### config.mk
export PLATFORM = sky130hd
export DESIGN_NAME = vga_sincronizador
export DESIGN_NICKNAME = d
export VERILOG_FILES = /design/src/rtl/vga_sincronizador.sv
export SDC_FILE = /design/constraint.sdc
export NUM_CORES = 1
export LEC_CHECK = 0
export BUFFER_PORTS_ARGS = -buffer_cell sky130_fd_sc_hd__buf_2
export CORE_ASPECT_RATIO = 1.2
export CORE_UTILIZATION = 54
export CTS_CLUSTER_SIZE = 12
export DETAILED_ROUTE_END_ITERATION = 7
export HOLD_SLACK_MARGIN = 0.12
export PLACE_DENSITY = 0.81
export SLEW_MARGIN = 30
export SYNTH_ARGS = -nofsm -noshare
export SYNTH_HDL_FRONTEND = slang
export SYNTH_SLANG_ARGS = --single-unit
### constraint.sdc
create_clock -name clk -period 2.4 [get_ports clk]
set_input_delay 0 -clock clk [delete_from_list [all_inputs] [get_ports clk]]
set_output_delay 0 -clock clk [all_outputs]
set_load 0.02 [all_outputs]
### src/rtl/vga_sincronizador.sv
// VGA raster timing generator: pixel-rate divider, x/y counters, registered sync/blank
// decode, DAC pixel clock and line/frame markers.
module vga_sincronizador #(
    parameter int H_VISIBLE = 640,
    parameter int H_FP      = 16,
    parameter int H_SYNC    = 96,
    parameter int H_BP      = 48,
    parameter int V_VISIBLE = 480,
    parameter int V_FP      = 10,
    parameter int V_SYNC    = 2,
    parameter int V_BP      = 33,
    parameter int CLK_DIV   = 2
) (
    input  logic       clk,
    input  logic       reset,
    input  logic       enable,
    output logic [9:0] x,
    output logic [9:0] y,
    output logic       hsync,
    output logic       vsync,
    output logic       blank_n,
    output logic       vga_clk,
    output logic       line_start,
    output logic       frame_start,
    output logic [7:0] frame_count
);

    localparam int H_TOTAL = H_VISIBLE + H_FP + H_SYNC + H_BP;
    localparam int V_TOTAL = V_VISIBLE + V_FP + V_SYNC + V_BP;
    localparam int DIV_W   = $clog2(CLK_DIV);

    localparam logic [DIV_W-1:0] DIV_LAST = DIV_W'(CLK_DIV - 1);
    localparam logic [DIV_W-1:0] DIV_HALF = DIV_W'(CLK_DIV / 2);
    localparam logic [9:0] X_LAST   = 10'(H_TOTAL - 1);
    localparam logic [9:0] Y_LAST   = 10'(V_TOTAL - 1);
    localparam logic [9:0] X_VIS    = 10'(H_VISIBLE);
    localparam logic [9:0] Y_VIS    = 10'(V_VISIBLE);
    localparam logic [9:0] HS_START = 10'(H_VISIBLE + H_FP);
    localparam logic [9:0] HS_END   = 10'(H_VISIBLE + H_FP + H_SYNC);
    localparam logic [9:0] VS_START = 10'(V_VISIBLE + V_FP);
    localparam logic [9:0] VS_END   = 10'(V_VISIBLE + V_FP + V_SYNC);

    logic [DIV_W-1:0] div_q, div_d;
    logic [9:0]       x_q, x_d;
    logic [9:0]       y_q, y_d;
    logic [7:0]       frame_count_q, frame_count_d;
    logic             hsync_q, hsync_d;
    logic             vsync_q, vsync_d;
    logic             blank_n_q, blank_n_d;
    logic             vga_clk_q, vga_clk_d;
    logic             line_start_q, line_start_d;
    logic             frame_start_q, frame_start_d;
    logic             tick_s, x_wrap_s, frame_wrap_s;

    // Next-state logic: sync/blank/vga_clk decode from the *next* counters so they never lag x/y
    always_comb begin
        tick_s        = enable && (div_q == DIV_LAST);
        x_wrap_s      = tick_s && (x_q == X_LAST);
        frame_wrap_s  = x_wrap_s && (y_q == Y_LAST);
        div_d         = div_q;
        x_d           = x_q;
        y_d           = y_q;
        frame_count_d = frame_count_q;

        if (enable) begin
            if (div_q == DIV_LAST) begin
                div_d = '0;
            end else begin
                div_d = div_q + DIV_W'(1);
            end
        end else begin
            div_d = div_q;
        end

        if (tick_s) begin
            if (x_q == X_LAST) begin
                x_d = 10'd0;
            end else begin
                x_d = x_q + 10'd1;
            end
        end else begin
            x_d = x_q;
        end

        if (x_wrap_s) begin
            if (y_q == Y_LAST) begin
                y_d = 10'd0;
            end else begin
                y_d = y_q + 10'd1;
            end
        end else begin
            y_d = y_q;
        end

        if (frame_wrap_s) begin
            frame_count_d = frame_count_q + 8'd1;
        end else begin
            frame_count_d = frame_count_q;
        end

        hsync_d       = !((x_d >= HS_START) && (x_d < HS_END));
        vsync_d       = !((y_d >= VS_START) && (y_d < VS_END));
        blank_n_d     = (x_d < X_VIS) && (y_d < Y_VIS);
        vga_clk_d     = (div_d >= DIV_HALF);
        line_start_d  = x_wrap_s;
        frame_start_d = frame_wrap_s;
    end

    // State and output registers, asynchronously cleared
    always_ff @(posedge clk or negedge reset) begin
        if (!reset) begin
            div_q         <= '0;
            x_q           <= 10'd0;
            y_q           <= 10'd0;
            frame_count_q <= 8'd0;
            hsync_q       <= 1'b1;
            vsync_q       <= 1'b1;
            blank_n_q     <= 1'b1;
            vga_clk_q     <= 1'b0;
            line_start_q  <= 1'b0;
            frame_start_q <= 1'b0;
        end else begin
            div_q         <= div_d;
            x_q           <= x_d;
            y_q           <= y_d;
            frame_count_q <= frame_count_d;
            hsync_q       <= hsync_d;
            vsync_q       <= vsync_d;
            blank_n_q     <= blank_n_d;
            vga_clk_q     <= vga_clk_d;
            line_start_q  <= line_start_d;
            frame_start_q <= frame_start_d;
        end
    end

    assign x           = x_q;
    assign y           = y_q;
    assign hsync       = hsync_q;
    assign vsync       = vsync_q;
    assign blank_n     = blank_n_q;
    assign vga_clk     = vga_clk_q;
    assign line_start  = line_start_q;
    assign frame_start = frame_start_q;
    assign frame_count = frame_count_q;

endmodule

* Word-level counts from Yosys, hierarchy flattened
Cells that the tools add are included.
W data, S select, Z words.
** Word-level totals
- Flip-flop bits (word level) :: 35
- Logic and storage cells :: 37
- Output and inout port bits :: 34
- Input bits :: 3
** Cells by class
- Muxes and demuxes :: 6
- Magnitude comparators :: 7
- Equality and inequality tests :: 2
- Reductions and logical operators :: 8
- Add/subtract/negate cells :: 4
** Operator list (number)
- $mux W10 :: 4
- $add A10 B1 Y10 const B :: 2
- $eq A10 B10 Y1 const B :: 2
- $lt A10 B10 Y1 const B :: 2
- $lt A10 B9 Y1 const B :: 2
- $ge A10 B10 Y1 const B :: 1
- $ge A10 B9 Y1 const B :: 1
- $add A8 B1 Y8 const B :: 1
- $logic_and A1 B1 Y1 :: 6
- $logic_not A1 Y1 :: 2
- $mux W1 :: 2
- $add A1 B1 Y1 const B :: 1
- $ge A1 B1 Y1 const B :: 1

* Depth between registers and ports, before layout
- Depth after elaboration :: 6
- Mapped depth :: 9
- Gate-level depth less buffers :: 7

* Worst setup path before layout
No wires, ideal clock.
- Path kind :: reg-to-reg
- Start :: register x_q[0] (netlist: x[0])
- End :: register frame_count_q[7] (netlist: frame_count[7])
- Setup time :: 0.128 ns
- Clock period less this slack :: 1.999 ns
- Arrival :: 1.870 ns
- Data required time :: 2.272 ns
- Stages on the path, launching flop included :: 9
- Setup slack :: 0.401 ns
- Buffers on the path :: 2
- Path through :: dfrtp_1 -> ha_1 -> and4_1 -> clkbuf_2 -> nand3_2 -> buf_6 -> nor4_4 -> nand3_2 -> xnor2_1
** On the way
- Word-level cells in the longest chain between the ends :: 3
** RTL lines
- start, declared :: RTL line 44 : logic [9:0] x_q, x_d;
- start signal, assigned :: RTL line 113 : x_q <= 10'd0;
- start signal, assigned :: RTL line 124 : x_q <= x_d;
- $eq A10 B10 Y1 :: RTL line 58 : x_wrap_s = tick_s && (x_q == X_LAST);
- $logic_and A1 B1 Y1 :: RTL line 58
- $logic_and A1 B1 Y1 :: RTL line 59 : frame_wrap_s = x_wrap_s && (y_q == Y_LAST);
- end signal, assigned :: RTL line 126 : frame_count_q <= frame_count_d;
- end, declared :: RTL line 46 : logic [7:0] frame_count_q, frame_count_d;
Every way passes these cells.
A chain may end at the register's enable or synchronous reset.

* Worst setup path in the final report
- Start :: register x_q[0] (netlist: x[0])
- End :: register vsync_q (netlist: vsync)
** On the way
- Word-level cells in the longest chain between the ends :: 6
- Elaborated cells on any way between the ends :: 7
- Classes of those cells :: 2 x order compare; 1 x eq/ne; 1 x mux; 3 x reduce/logical
** RTL lines
- $eq A10 B10 Y1 * :: RTL line 58
- $logic_and A1 B1 Y1 * :: RTL line 58
- $mux W10 * :: RTL line 85 : if (x_wrap_s) begin
- $ge A10 B9 Y1 or $lt A10 B9 Y1 (tied branches) :: RTL line 102 : vsync_d = !((y_d >= VS_START) && (y_d < VS_END));
- $logic_and A1 B1 Y1 * :: RTL line 102
- $logic_not A1 Y1 * :: RTL line 102
- via vsync_d :: RTL line 48 : logic vsync_q, vsync_d;
- end signal, assigned :: RTL line 128 : vsync_q <= vsync_d;
- end, declared :: RTL line 48
Mark *: on every way through the listed nets, which the timed path passes. The rest lies on a longest branch.

==> results by group <==
Placed design
  • DPL Wire Length: 2920 um
  • Routability congestion estimate: 0.957
  • Placed standard-cell area: 0.00206 mm^2
  • Pre-CTS setup slack: 0.367 ns
  • Port-buffer cells: 36
  • DP Cell Count: 253

Critical path
  • Startpoint types: flop
  • Crit-path max FO: 13
  • Kind of cell adding the most delay to the critical path: simple AND/OR/NAND/NOR gates
  • Kind of end point of the critical path: flop
  • Register-to-register setup slack: 0.31 ns
  • Launch instance of the worst register-to-register path: x[0]$_DFF_PN0_
  • Data arrival at the endpoint of the critical path: 2.35 ns
  • Endpoint required time on the critical path: 2.66 ns
  • Start-to-end type of the worst setup path: reg -> reg
  • Max stage delay on crit path: 0.57 ns
  • Launching element of the worst setup path: x[0]$_DFF_PN0_
  • Total buffers and inverters traversed by the critical path: 0
  • Worst path slowest cell: or4_1
  • List of cells traversed by the critical path: ha_1, and4_1, nand3_2, or4_1, a21oi_1, nand3_1

Floorplanning
  • Die Height: 65.6 um
  • Initial Util: 57.9%
  • Placement row count: 22
  • Die extent in x: 55.0 um
  • Die area: 0.00360 mm^2
  • Top-Level Pins: 37
  • Core footprint: 0.00314 mm^2

Drt
  • Antenna violation net count after detailed routing: 0
  • Length of the first detailed-routing pass in iterations: 4
  • Total detailed-routing wirelength: 3970 um
  • Iter 0 DRT Violations: 63
  • Via-per-instance ratio: 5.94
  • Via Count: 1,563
  • Per-cell routed wire length: 15.1 um
  • DRC viols: 0

Global routing
  • Wire length of the first global-routing pass: 6330 um
  • GRT Overall Usage: 24.8%
  • Antenna violations before repair: 0
  • Maximum number of pins on one net before global-route repair: 35
  • Via count of the first global-routing pass: 1,500
  • Global route total overflow: 0

Clock network
  • Buffers from clock root to sink, at most: 2
  • Buffer type at the clock tree root: clkbuf_4
  • Clock latency on the worst-skew pair: 0.34 ns
  • Inserted Clock Buffers: 5
  • Post-cts resize count: 0
  • Clock sink count: 34
  • H-Tree Depth: 2
  • Clock slew seen by the registers of the worst setup and hold paths: 0.11 ns
  • TritonCTS clock tree: yes

STA
  • Setup violators final: 0
  • Slew @ Worst Pin: 0.747 ns
  • Clk_skew: 0.00765 ns
  • Final hold vios: 0
  • Final number of max-transition violations: 0
  • Unrepaired setup endpoints after global routing: no
  • Max Clk Rate: 479 MHz
  • Final critical-path required period: 2.09 ns
  • Setup slack after layout: 0.313 ns
  • Ratio of final minimum period to clock period: 86.9%
  • Final setup TNS: 0 ns
  • Relative slew slack: 50.2%
  • Worst hold slack: 0.247 ns

Logic synthesis
  • Post-Syn Area per Cell: 10.2 um^2
  • FFs w/ async S/R, synth: 100%
  • Synth Net Count: 187
  • Dominant register cell in the synthesized netlist: dfrtp_1
  • Syn Inst Count: 179
  • Sequential share of the synthesized area: 47.0%
  • Cell area after synthesis: 0.00182 mm^2
  • Yosys warnings: 0
  • Number of distinct standard cells referenced by the synthesized netlist: 46
  • Number of synthesized flops with an enable pin: 0
  • Flip-flop and latch count after synthesis: 34

Power and ir drop
  • Total power of the final layout: 1.37 mW
  • VDD IR max: 0.483 mV
  • Power density cells: 639 mW/mm^2
  • Leakage component of the power: 1.08 nW

Cells and area
  • Area of the multi-input gates: 888 um^2
  • Fin area: 0.00215 mm^2
  • Post-synthesis to final-layout area growth: 18.0%
  • Total Nets Final: 234
  • Diodes inserted: 0
  • Area taken by flip-flops and latches: 855 um^2
  • Number of standard cells in the layout, taps in and fillers out: 263
  • Core Util, Final: 68.4%
  • Number of filler cells placed in the layout: 254
  • Share of cells above drive strength 1: 28.2%

Min path
  • Class of the most critical hold timing path: in -> async

Status
  • Status: completed

Job
  • Number of maximum-capacitance constraint violations: 0
cell type report:
class / count / area share (%)
Multi-Input combinational cell: 128 / 41.4
Sequential cell: 34 / 39.8
Timing Repair Buffer: 44 / 11.4
Clock buffer: 6 / 2.39
Inverter: 13 / 2.27
Tap cell: 36 / 2.10
Clock inverter: 2 / 0.583
cells in the final DEF, fill, tap and decap left out, drive strengths merged, types with 5 or more instances in the layout:
master,n
buf,42
nand2,16
nand3,16
xor2,7
nor2,9
and3,5
clkbuf,6
o21ai,5
ha,5
dfrtp,31
nand4,9
inv,13
a21oi,6
xnor2,10
final timing paths:
kind	endpoint	cells after the start
max	vsync$_DFF_PN1_	6
min	y[7]$_DFF_PN0_	2
max reg2reg	vsync$_DFF_PN1_	6
min reg2reg	frame_count[7]$_DFFE_PN0P_	1
max in group asynchronous	y[1]$_DFF_PN0_	2
min in group clk	div_q$_DFF_PN0_	3
flip-flops by register name, indices dropped and copies added (netlist names):
register,cells
blank_n,1
div_q,1
frame_count,8
frame_start,1
hsync,1
line_start,1
vsync,1
x,10
y,10
Yosys cell counts, types with 2 or more instances:
| library cell | instances | area [um^2] |
|---|---|---|
| nand3_1 | 14 | 70.1 |
| ha_1 | 5 | 62.6 |
| and4_1 | 2 | 17.5 |
| and3_1 | 5 | 31.3 |
| nor3_1 | 3 | 15.0 |
| xor2_1 | 7 | 61.3 |
| dfrtp_1 | 31 | 776 |
| a21oi_1 | 6 | 30.0 |
| xnor2_1 | 10 | 87.6 |
| or4_1 | 2 | 15.0 |
| nor2_1 | 8 | 30.0 |
| mux2_2 | 2 | 22.5 |
| inv_1 | 13 | 48.8 |
| and2_1 | 2 | 12.5 |
| or3_1 | 2 | 12.5 |
| nand3_2 | 2 | 20.0 |
| a41oi_1 | 2 | 17.5 |
| mux2i_1 | 3 | 30.0 |
| nand4_1 | 9 | 56.3 |
| buf_2 | 2 | 10.0 |
| dfstp_2 | 3 | 78.8 |
| nand3b_1 | 2 | 15.0 |
| o21ai_0 | 5 | 25.0 |
| o22ai_1 | 2 | 12.5 |
| nand2_1 | 16 | 60.1 |
logic make-up (layout without fill, tap and decap cells):
logic type	after synthesis	after routing	share of synthesized area, %
AND/OR/NAND/NOR	77	77	25.8
flip-flops	34	34	47.0
AO/OA/AOI/OAI	24	24	8.54
XOR/XNOR	17	17	8.19
buffers and inverters	17	65	4.13
adder cells (fa/ha/maj)	5	5	3.44
multiplexers	5	5	2.89
repair_timing:
action / 4_1_cts / 5_1_grt
endpoints found under the hold margin: 32 / 0
buffers inserted: 0 / 0
hold buffers: 2 / 0
power breakdown:
| group | switching [mW] | internal [mW] |
|---|---|---|
| sequential | 0.0849 | 0.630 |
| combinational | 0.202 | 0.119 |
| clock | 0.196 | 0.141 |
per-layer routing:
metal	share of wire (%)	vias up	global-route usage, %
li1	-	736	-
met1	42	755	28.8
met2	51	64	40.4
met3	5.1	8	6.25
met4	2.5	0	13.1
met5	0	-	0
Note: power is estimated with default switching activity, not from simulation.
